===== src/rtl/seg7_scan_ctrl_pkg.sv =====
`default_nettype none
// ============================================================================
// Module      : seg7_pkg
// Description : Shared constants and types for the 4-digit 7-segment scan
//               controller (blank patterns, phase state enum, digit index).
// Revision    : 1.0 - initial release
// ============================================================================
package seg7_pkg;

  // All segments off (active-low)
  localparam logic [6:0] SEG_BLANK = 7'h7F;
  // All anodes off (active-low)
  localparam logic [3:0] AN_OFF    = 4'hF;

  // Scan phase: blank dead-time or digit lit
  typedef enum logic {
    ST_DEAD = 1'b0,
    ST_ON   = 1'b1
  } state_t;

  // Digit index 3 (leftmost) .. 0 (rightmost)
  typedef logic [1:0] digit_idx_t;

  // Larger of two integers, used for the phase counter width
  function automatic int max_int(input int a, input int b);
    return (a > b) ? a : b;
  endfunction

endpackage
`default_nettype wire


===== src/rtl/seg7_scan_ctrl_leddecoder.sv =====
`default_nettype none
// ============================================================================
// Module      : LEDdecoder
// Description : Hex nibble to active-low 7-segment pattern, bit 6 = a ..
//               bit 0 = g. Purely combinational.
// Revision    : 1.0 - initial release
// ============================================================================
module LEDdecoder (
  input  logic [3:0] hex,
  output logic [6:0] seg
);

  // Glyph lookup; lowercase b and d keep them distinct from 8 and 0
  always_comb begin
    seg = 7'b1111111;
    case (hex)
      4'h0: seg = 7'b0000001;
      4'h1: seg = 7'b1001111;
      4'h2: seg = 7'b0010010;
      4'h3: seg = 7'b0000110;
      4'h4: seg = 7'b1001100;
      4'h5: seg = 7'b0100100;
      4'h6: seg = 7'b0100000;
      4'h7: seg = 7'b0001111;
      4'h8: seg = 7'b0000000;
      4'h9: seg = 7'b0000100;
      4'hA: seg = 7'b0001000;
      4'hB: seg = 7'b1100000;
      4'hC: seg = 7'b0110001;
      4'hD: seg = 7'b1000010;
      4'hE: seg = 7'b0110000;
      4'hF: seg = 7'b0111000;
      default: seg = 7'b1111111;
    endcase
  end

endmodule
`default_nettype wire


===== src/rtl/seg7_scan_ctrl.sv =====
`default_nettype none
// ============================================================================
// Module      : seg7_scan_ctrl
// Description : Time-multiplexed scan controller for a 4-digit common-anode
//               7-segment display. One shared decoder, one active-low anode
//               at a time, frame-synchronous snapshot of the display value.
//               Define SEG7_DEADTIME_EN to insert DEAD_CYCLES blank cycles
//               before every digit's on-phase (anti-ghosting).
// Revision    : 1.0 - initial release
// ============================================================================
module seg7_scan_ctrl
  import seg7_pkg::*;
#(
  parameter int DEAD_CYCLES = 16,
  parameter int ON_CYCLES   = 12500
) (
  input  logic        clk,
  input  logic        reset,
  input  logic [15:0] digits,
  input  logic [3:0]  digit_en,
  output logic [3:0]  an,
  output logic [6:0]  seg,
  output logic        frame_tick
);

  localparam int CW_RAW = $clog2(max_int(DEAD_CYCLES, ON_CYCLES));
  localparam int CW     = (CW_RAW < 1) ? 1 : CW_RAW;
  localparam logic [CW-1:0] ON_LAST = CW'(ON_CYCLES - 1);
`ifdef SEG7_DEADTIME_EN
  localparam logic [CW-1:0] DEAD_LAST = CW'(DEAD_CYCLES - 1);
  localparam state_t        ST_RESET  = ST_DEAD;
`else
  localparam state_t        ST_RESET  = ST_ON;
`endif

  // State/idx/cnt describe the cycle whose outputs appear at the next edge
  state_t        state, state_nxt;
  digit_idx_t    idx, idx_nxt;
  logic [CW-1:0] cnt, cnt_nxt;
  logic          frame_wrap;
  logic [15:0]   snap_d;
  logic [3:0]    snap_en;
  logic [3:0]    nibble;
  logic [6:0]    dec_seg;
  logic          lit;
  logic [3:0]    an_nxt;
  logic [6:0]    seg_nxt;
  logic          tick_nxt;

  assign nibble = snap_d[{idx, 2'b00} +: 4];

  LEDdecoder u_dec (
    .hex (nibble),
    .seg (dec_seg)
  );

  // Phase sequencing: count within a phase, switch phase / digit on the last count
  always_comb begin
    state_nxt  = state;
    idx_nxt    = idx;
    cnt_nxt    = cnt + 1'b1;
    frame_wrap = 1'b0;
`ifdef SEG7_DEADTIME_EN
    if (state == ST_DEAD) begin
      if (cnt == DEAD_LAST) begin
        state_nxt = ST_ON;
        cnt_nxt   = '0;
      end
    end else begin
      if (cnt == ON_LAST) begin
        state_nxt  = ST_DEAD;
        cnt_nxt    = '0;
        idx_nxt    = idx - 1'b1;
        frame_wrap = (idx == 2'd0);
      end
    end
`else
    if (cnt == ON_LAST) begin
      cnt_nxt    = '0;
      idx_nxt    = idx - 1'b1;
      frame_wrap = (idx == 2'd0);
    end
`endif
  end

  // Output pattern for the current phase; disabled digits stay fully blank
  always_comb begin
    lit      = (state == ST_ON) && snap_en[idx];
    an_nxt   = lit ? ~(4'b0001 << idx) : AN_OFF;
    seg_nxt  = lit ? dec_seg : SEG_BLANK;
    tick_nxt = (state == ST_ON) && (idx == 2'd0) && (cnt == ON_LAST);
  end

  // Scan state and registered pin outputs
  always_ff @(posedge clk) begin
    if (reset) begin
      state      <= ST_RESET;
      idx        <= 2'd3;
      cnt        <= '0;
      an         <= AN_OFF;
      seg        <= SEG_BLANK;
      frame_tick <= 1'b0;
    end else begin
      state      <= state_nxt;
      idx        <= idx_nxt;
      cnt        <= cnt_nxt;
      an         <= an_nxt;
      seg        <= seg_nxt;
      frame_tick <= tick_nxt;
    end
  end

  // Frame snapshot: inputs are only sampled at frame start so a frame never tears
  always_ff @(posedge clk) begin
    if (reset || frame_wrap) begin
      snap_d  <= digits;
      snap_en <= digit_en;
    end
  end

endmodule
`default_nettype wire


===== config.mk =====
export PLATFORM = sky130hd
export DESIGN_NAME = seg7_scan_ctrl
export DESIGN_NICKNAME = d
export VERILOG_FILES = /design/src/rtl/seg7_scan_ctrl_pkg.sv /design/src/rtl/seg7_scan_ctrl_leddecoder.sv /design/src/rtl/seg7_scan_ctrl.sv
export SDC_FILE = /design/constraint.sdc
export NUM_CORES = 1
export LEC_CHECK = 0
export ABC_AREA = 0
export CORE_MARGIN = 10
export CORE_UTILIZATION = 47
export CTS_BUF_LIST = sky130_fd_sc_hd__clkbuf_16
export DETAILED_ROUTE_END_ITERATION = 10
export GPL_TIMING_DRIVEN = 0
export PLACE_DENSITY = 0.79
export SLEW_MARGIN = 30
export SYNTH_ARGS = -nofsm -noshare
export SYNTH_HDL_FRONTEND = slang
export SYNTH_HIERARCHICAL = 1
export SYNTH_SLANG_ARGS = --single-unit

===== constraint.sdc =====
create_clock -name clk -period 2 [get_ports clk]
set_input_delay 0.4 -clock clk [delete_from_list [all_inputs] [get_ports clk]]
set_output_delay 0.4 -clock clk [all_outputs]
set_load 0.005 [all_outputs]

==> metrics.txt, run 1 <==
failing checks=setup timing; worst-margin pin slew=0.453 ns; Layout Area Growth over Synthesis=36.4%; # H-tree levels=2; hold depth=1; outcome=complete, but fails checks; Fmax achieved=496 MHz; crit-path cells=buf_6 -> mux4_2 -> inv_2 -> ha_4 -> inv_2 -> mux4_2 -> nand2b_4; Psw=0.000422 W; Crit path largest cell delay=0.57 ns; required time worst endpoint=2.17 ns; Tcrit/Tclk final=101%; die width=86.7 µm; Clk pin slew, worst setup/hold paths=0.06 ns; final worst slack=-0.0170 ns; largest net degree at the start of global routing=16; I/O Buffers=33; Num Clock Sinks=48; Critical-path top delay cell=mux4_2; Initial Util=48.3%; GP Congestion=0.739; final setup violation count=1; post-route ant nets=0; First-pass DRT Iterations=4; Finished Layout Cells=279; crit end category=register; post-DR wirelength/cell=14.3 µm; Mean Syn Cell Area=12.2 µm²; Comb power frac=8.8%; FF+latch area=1170 µm²; power per cell area=767 nW/µm²; via count=1446; worst reg-to-reg path cell count=7; Setup Skew=0.00742 ns; synth unique cells=32; first-pass GRT wire length=6440 µm; synthesized instance count=171; CTS Hold Bufs=0; placed cells=256; critical path arrival=2.18 ns; initial antenna violation count=0; Nets=260; overall routing resource usage=10.7%; fin. max-slew vios=0; max-capacitance violation count=0; Die Area=7510 µm²; Slew HR=69.8%; Peak VDD IR=569 µV; drt first-iter violations=49; worst hold path class=register to register; Internal=0.00176 W; flops & latches, synth=48; Root Buffer=clkbuf_16; post-synth net total=205; CP max FO=5; Crit Path Class=register to register; vias in the first global route=1394; Total Wirelength=4000 µm; I/O pin total=34; Core ar.=4320 µm²; Reg power frac=49.1%; hold slack=0.452 ns; sequential element share of the synthesized area=55.6%; Synth warnings=6; TritonCTS clock tree=done; Chip Height=86.7 µm; crit path launch type=register; row count=24; Remaining DRCs=0; critical path's top delay family=multiplexers; share of layout cells above drive strength 1=23.3%; Hold Vio Cnt, Final=0; switching part of the total=19.3%; Clk Latency, worst-skew pair=0.28 ns; post-layout min period=2.02 ns; filler cell count=330; RSZ-0062 raised after global routing=true; total gr overflow=0; Levels on crit path=7; Pleak=1.13 nW; ANT cells=0; Cell Area, Synth=2090 µm²; multi-input combinational cell area=943 µm²; number of buffers created by CTS=5; DR vias/cell=5.18; crit path buf inv count=3; pre-CTS setup slack=-0.131 ns; hpwl dp=2640 µm; Clock Path Buffers=2; Clk pwr share=42.1%
## Yosys cell counts
cell type	n	share of area [%]
inv_1	6	1.1
mux4_2	6	6.5
clkbuf_1	2	0.36
nand4_1	6	1.8
a32o_1	1	0.48
nand2b_4	1	0.66
dfxtp_1	28	27
nor4_1	3	0.90
xor2_1	7	2.9
a211o_1	1	0.42
or4_4	2	1.1
or2b_1	1	0.36
and4_1	1	0.42
buf_2	1	0.24
ha_1	12	7.2
nor3_1	1	0.24
nand4bb_1	1	0.54
nand2_1	9	1.6
a21oi_1	2	0.48
and3_2	1	0.36
xnor2_1	6	2.5
edfxtp_1	20	29
nor2_1	22	4.0
buf_6	2	1.1
and3_1	1	0.30
nand2b_1	11	3.3
nand3_1	5	1.2
nor2b_1	1	0.30
o21ai_1	2	0.48
o211ai_1	1	0.36
clkbuf_2	2	0.48
mux2i_1	6	2.9
## kinds of logic (layout without fill, tap and decap cells)
family,after synthesis,in the layout,synth area share (%)
AOI/OAI and AO/OA,7,7,2.22
xor gates and xnor gates,13,13,5.45
buffers and inverters,13,66,3.23
adders and majority gates,12,12,7.19
and+or+nand+nor,66,69,17.0
DFF,48,48,55.6
muxes,12,12,9.34
## stage by stage
| step | power, W | area [µm²] | setup TNS (ns) | utilization (%) |
|---|---|---|---|---|
| 2_1_floorplan | 0.00118 | 2100 | 0 | - |
| 3_3_place_gp | 0.00126 | 2500 | -2.72 | 57.8 |
| 3_5_place_dp | 0.00126 | 2500 | -2.77 | 57.8 |
| 4_1_cts | 0.00219 | 2750 | 0 | 63.5 |
| 5_1_grt | 0.00227 | 2850 | -0.196 | 65.9 |
| 6_report | 0.00219 | 2850 | -0.0170 | 65.9 |
## power by group through the flow
| stage | Combinational, W | Sequential [W] | Clock [W] |
|---|---|---|---|
| after floorplan | 0.0000862 | 0.00109 | 0 |
| after global placement | 0.000162 | 0.00109 | 0 |
| after detailed placement | 0.000164 | 0.00110 | 0 |
| after CTS | 0.000176 | 0.00107 | 0.000943 |
| after global routing | 0.000210 | 0.00108 | 0.000987 |
| final | 0.000193 | 0.00107 | 0.000920 |
## sequential cells by signal, summed over array words and instances, names as in the netlist
signal,flops
seg,7
an,4
snap_d,16
frame_tick,1
snap_en,4
cnt,14
idx,2
## what timing repair did
item | CTS | global route
resized for setup | 3 | 19
endpoints found under the setup margin | 32 | 34
cloned | 1 | 2
buffers inserted | 8 | 4
pin swaps | 0 | 4
## worst register-to-register path: cells and delay by family (launching register included)
family | cells | cell delay (ns)
muxes | 2 | 1.01
DFF | 1 | 0.34
buffers and inverters | 3 | 0.28
and+or+nand+nor | 1 | 0.15
adders and majority gates | 1 | 0.14
## placed cells by master (no fill, tap or decap), types with 2 or more instances in the layout
cell type,instances
o21ai_1,2
edfxtp_1,20
xor2_1,7
or4_4,2
nand4_1,6
xnor2_1,6
inv_1,3
ha_2,2
buf_6,5
nor4_1,2
clkdlybuf4s50_1,33
nand2_1,8
mux4_2,6
a21oi_1,2
ha_1,9
nand2b_1,9
nor2_1,22
mux2i_1,6
clkbuf_16,5
nand2b_4,6
inv_2,3
dfxtp_1,24
buf_4,11
nand3_1,5
dfxtp_2,4
## cell type report
class                   count  area share [%]
clock inverters             3            1.49
repair buffers             45            15.0
clock buffers               5            4.39
inverters                   6           0.790
well taps                  52            2.28
plain buffers               7            2.02
multi-input cells         113            33.1
flip-flops and latches     48            40.9
## metal layers
| layer | vias to the layer above | track usage (%) | routed length (µm) |
|---|---|---|---|
| met4 | 0 | 4.42 | 33 |
| li1 | 713 | - | - |
| met2 | 29 | 17.7 | 2050 |
| met3 | 2 | 3.75 | 226 |
| met1 | 702 | 12.1 | 1690 |
| met5 | - | 0 | 0 |
## worst paths after layout
kind / startpoint / to / slack, ns
hold reg to reg: cnt[0] / cnt[0] / 0.45
setup reg to reg: idx[0] / seg[3] / -0.02
hold / removal: cnt[0] / cnt[0] / 0.45
setup / recovery: idx[0] / seg[3] / -0.02
Power figures use the tool's default switching activity.
==> inputs of run 2 (changes only) <==
--- a/config.mk
+++ b/config.mk
@@ -6,7 +6,7 @@
 export NUM_CORES = 1
 export LEC_CHECK = 0
 export ABC_AREA = 0
-export CORE_MARGIN = 10
+export CORE_MARGIN = 2
 export CORE_UTILIZATION = 47
 export CTS_BUF_LIST = sky130_fd_sc_hd__clkbuf_16
 export DETAILED_ROUTE_END_ITERATION = 10
==> run 2 against run 1 <==
Compared with the run above:
- the flow still finishes with violations (setup timing)
- non-clock buffer count shrank 2
- worst hold slack lost 0.0040 ns
- cell count shrank 0.72%
- cell area grew 1.2%
- clock skew shrank 0.0037 ns
- critical path type unchanged
- critical endpoint unchanged
- highest routed layer unchanged
==> metrics.txt, run 2 (same netlist as run 1, synthesis figures left out) <==
Clk pin slew, worst setup/hold paths=0.06 ns (about the same); via count=1438 (-0.55%); Root Buffer=clkbuf_16; max-capacitance violation count=0 (unchanged); CP max FO=5 (unchanged); First-pass DRT Iterations=4 (unchanged); Initial Util=48.3% (unchanged); first-pass GRT wire length=6170 µm (-4.3%); die width=70.7 µm (-18%); Pleak=1.13 nW (+0.42%); outcome=complete, but fails checks; Slew HR=70.1% (+0.36 points); Internal=0.00202 W (+14%); power per cell area=845 nW/µm² (+10%); number of flip-flops in the largest register=16 (unchanged); I/O Buffers=33 (unchanged); # H-tree levels=2 (unchanged); fin. max-slew vios=0 (unchanged); final worst slack=-0.0416 ns (-0.0246 ns); worst-margin pin slew=0.448 ns (-0.00535 ns); Nets=258 (-0.77%); drt first-iter violations=78 (+59%); number of buffers created by CTS=5 (unchanged); vias in the first global route=1370 (-1.7%); Core ar.=4320 µm² (unchanged); required time worst endpoint=2.16 ns (about the same); critical path arrival=2.20 ns (+0.02 ns); Num Clock Sinks=48 (unchanged); placed cells=256 (unchanged); share of layout cells above drive strength 1=22.7% (-0.68 points); initial antenna violation count=0 (unchanged); row count=24 (unchanged); crit path launch type=register; switching part of the total=17.2% (-2.1 points); Clk Latency, worst-skew pair=0.28 ns (about the same); overall routing resource usage=15.8% (+5.1 points); Comb power frac=7.8% (-1.0 points); Layout Area Growth over Synthesis=38.1%; DR vias/cell=5.19 (+0.16%); worst hold path class=register to register; failing checks=setup timing; Fmax achieved=490 MHz (-1.2%); largest net degree at the start of global routing=16 (unchanged); Remaining DRCs=0 (unchanged); Total Wirelength=3680 µm (-7.9%); crit path buf inv count=3 (unchanged); Clk pwr share=48.2% (+6.1 points); I/O pin total=34 (unchanged); Most flops, register=snap_d; crit end category=register; GP Congestion=0.776 (+5.0%); crit-path cells=buf_6 -> mux4_2 -> inv_2 -> ha_4 -> inv_2 -> mux4_2 -> nand2b_4; final setup violation count=1 (unchanged); post-layout min period=2.04 ns (+0.0246 ns); ANT cells=0 (unchanged); Reg power frac=44.0% (-5.1 points); Peak VDD IR=475 µV (-16%); Chip Height=70.7 µm (-18%); Die Area=4990 µm² (-34%); hpwl dp=2350 µm (-11%); Finished Layout Cells=277 (-0.72%); total gr overflow=0 (unchanged); Setup Skew=0.00371 ns (-0.00371 ns); TritonCTS clock tree=done; Crit Path Class=register to register; Setup TNS=-0.0416 ns (-0.0246 ns); Top Registers=snap_d (16), cnt (14), seg (7); most frequent cells in the layout=clkdlybuf4s50_1, dfxtp_1, nor2_1; post-DR wirelength/cell=13.3 µm (-7.3%); Psw=0.000420 W (-0.35%); Hold Vio Cnt, Final=0 (unchanged); post-route ant nets=0 (unchanged); Tcrit/Tclk final=102% (+1.2 points); critical path's top delay family=multiplexers; most common cell after layout, fill and taps aside=clkdlybuf4s50_1; Critical-path top delay cell=mux4_2; Crit path largest cell delay=0.59 ns (+0.02 ns); Clock Path Buffers=2 (unchanged); RSZ-0062 raised after global routing=true
## run 2: cell types whose count changed in the layout (fill, tap and decap cells not counted), sizes merged
cell and change:
buf -2, bufinv +2, clkinv -1, clkinvlp -1
## run 2: final cells by class
| class | count | area, µm² |
|---|---|---|
| Fill cell | 309 | 1440 |
| Buffer | 7 | 57.6 |
| Timing Repair Buffer | 43 | 409 |
| Multi-Input combinational cell | 113 | 951 |
| Inverter | 6 | 22.5 |
| Tap cell | 52 | 65.1 |
| Sequential cell | 48 | 1160 |
| Clock inverter | 3 | 90.1 |
| Clock buffer | 5 | 125 |
## run 2: worst paths after layout
path | start | endpoint | slack [ns] | cells past startpoint
max | idx[0] | seg[3] | -0.04 | 7
min | cnt[0] | cnt[0] | 0.45 | 1
max reg2reg | idx[0] | seg[3] | -0.04 | 7
min reg2reg | cnt[0] | cnt[0] | 0.45 | 1
## run 2: layer usage
metal | up-vias | global-route usage, % | share of wire [%]
met5 | - | 0 | 0
met4 | 0 | 6.29 | 1.4
met3 | 4 | 3.85 | 4.2
met2 | 38 | 27.1 | 51
met1 | 688 | 19.1 | 43
li1 | 708 | - | -
## run 2: power by group through the flow
stage	sequential, W	clock (W)	combinational [W]
floorplan	0.00109	0	0.0000862
finish	0.00107	0.00117	0.000190
detailed placement	0.00110	0	0.000164
global route	0.00108	0.00124	0.000206
CTS	0.00107	0.00120	0.000180
global placement	0.00109	0	0.000161
## run 2: per-stage QoR
step           util, %  worst slack (ns)  total power, W  cell area (µm²)  hold slack, ns
3_3_place_gp      57.8            -0.127         0.00125             2500           0.461
5_1_grt           66.7           -0.0799         0.00252             2890           0.472
4_1_cts           65.6            0.0156         0.00245             2840           0.449
2_1_floorplan        -            0.0132         0.00118             2100           0.441
6_report          66.7           -0.0416         0.00244             2890           0.448
3_5_place_dp      57.8            -0.168         0.00126             2500           0.469
## run 2: what timing repair did
action,in CTS,in global routing
setup endpoints to repair,33,32
gates cloned,3,0
pin swaps,1,3
setup buffers,8,2
hold buffers,0,0
gates resized for setup,9,9
## run 2: worst register-to-register path: cells and delay by family (launching register included)
| kind | cells | cell delay (ns) |
|---|---|---|
| fa+ha+maj | 1 | 0.13 |
| simple gates | 1 | 0.15 |
| buf+inv | 3 | 0.27 |
| flops | 1 | 0.33 |
| mux | 2 | 1.04 |
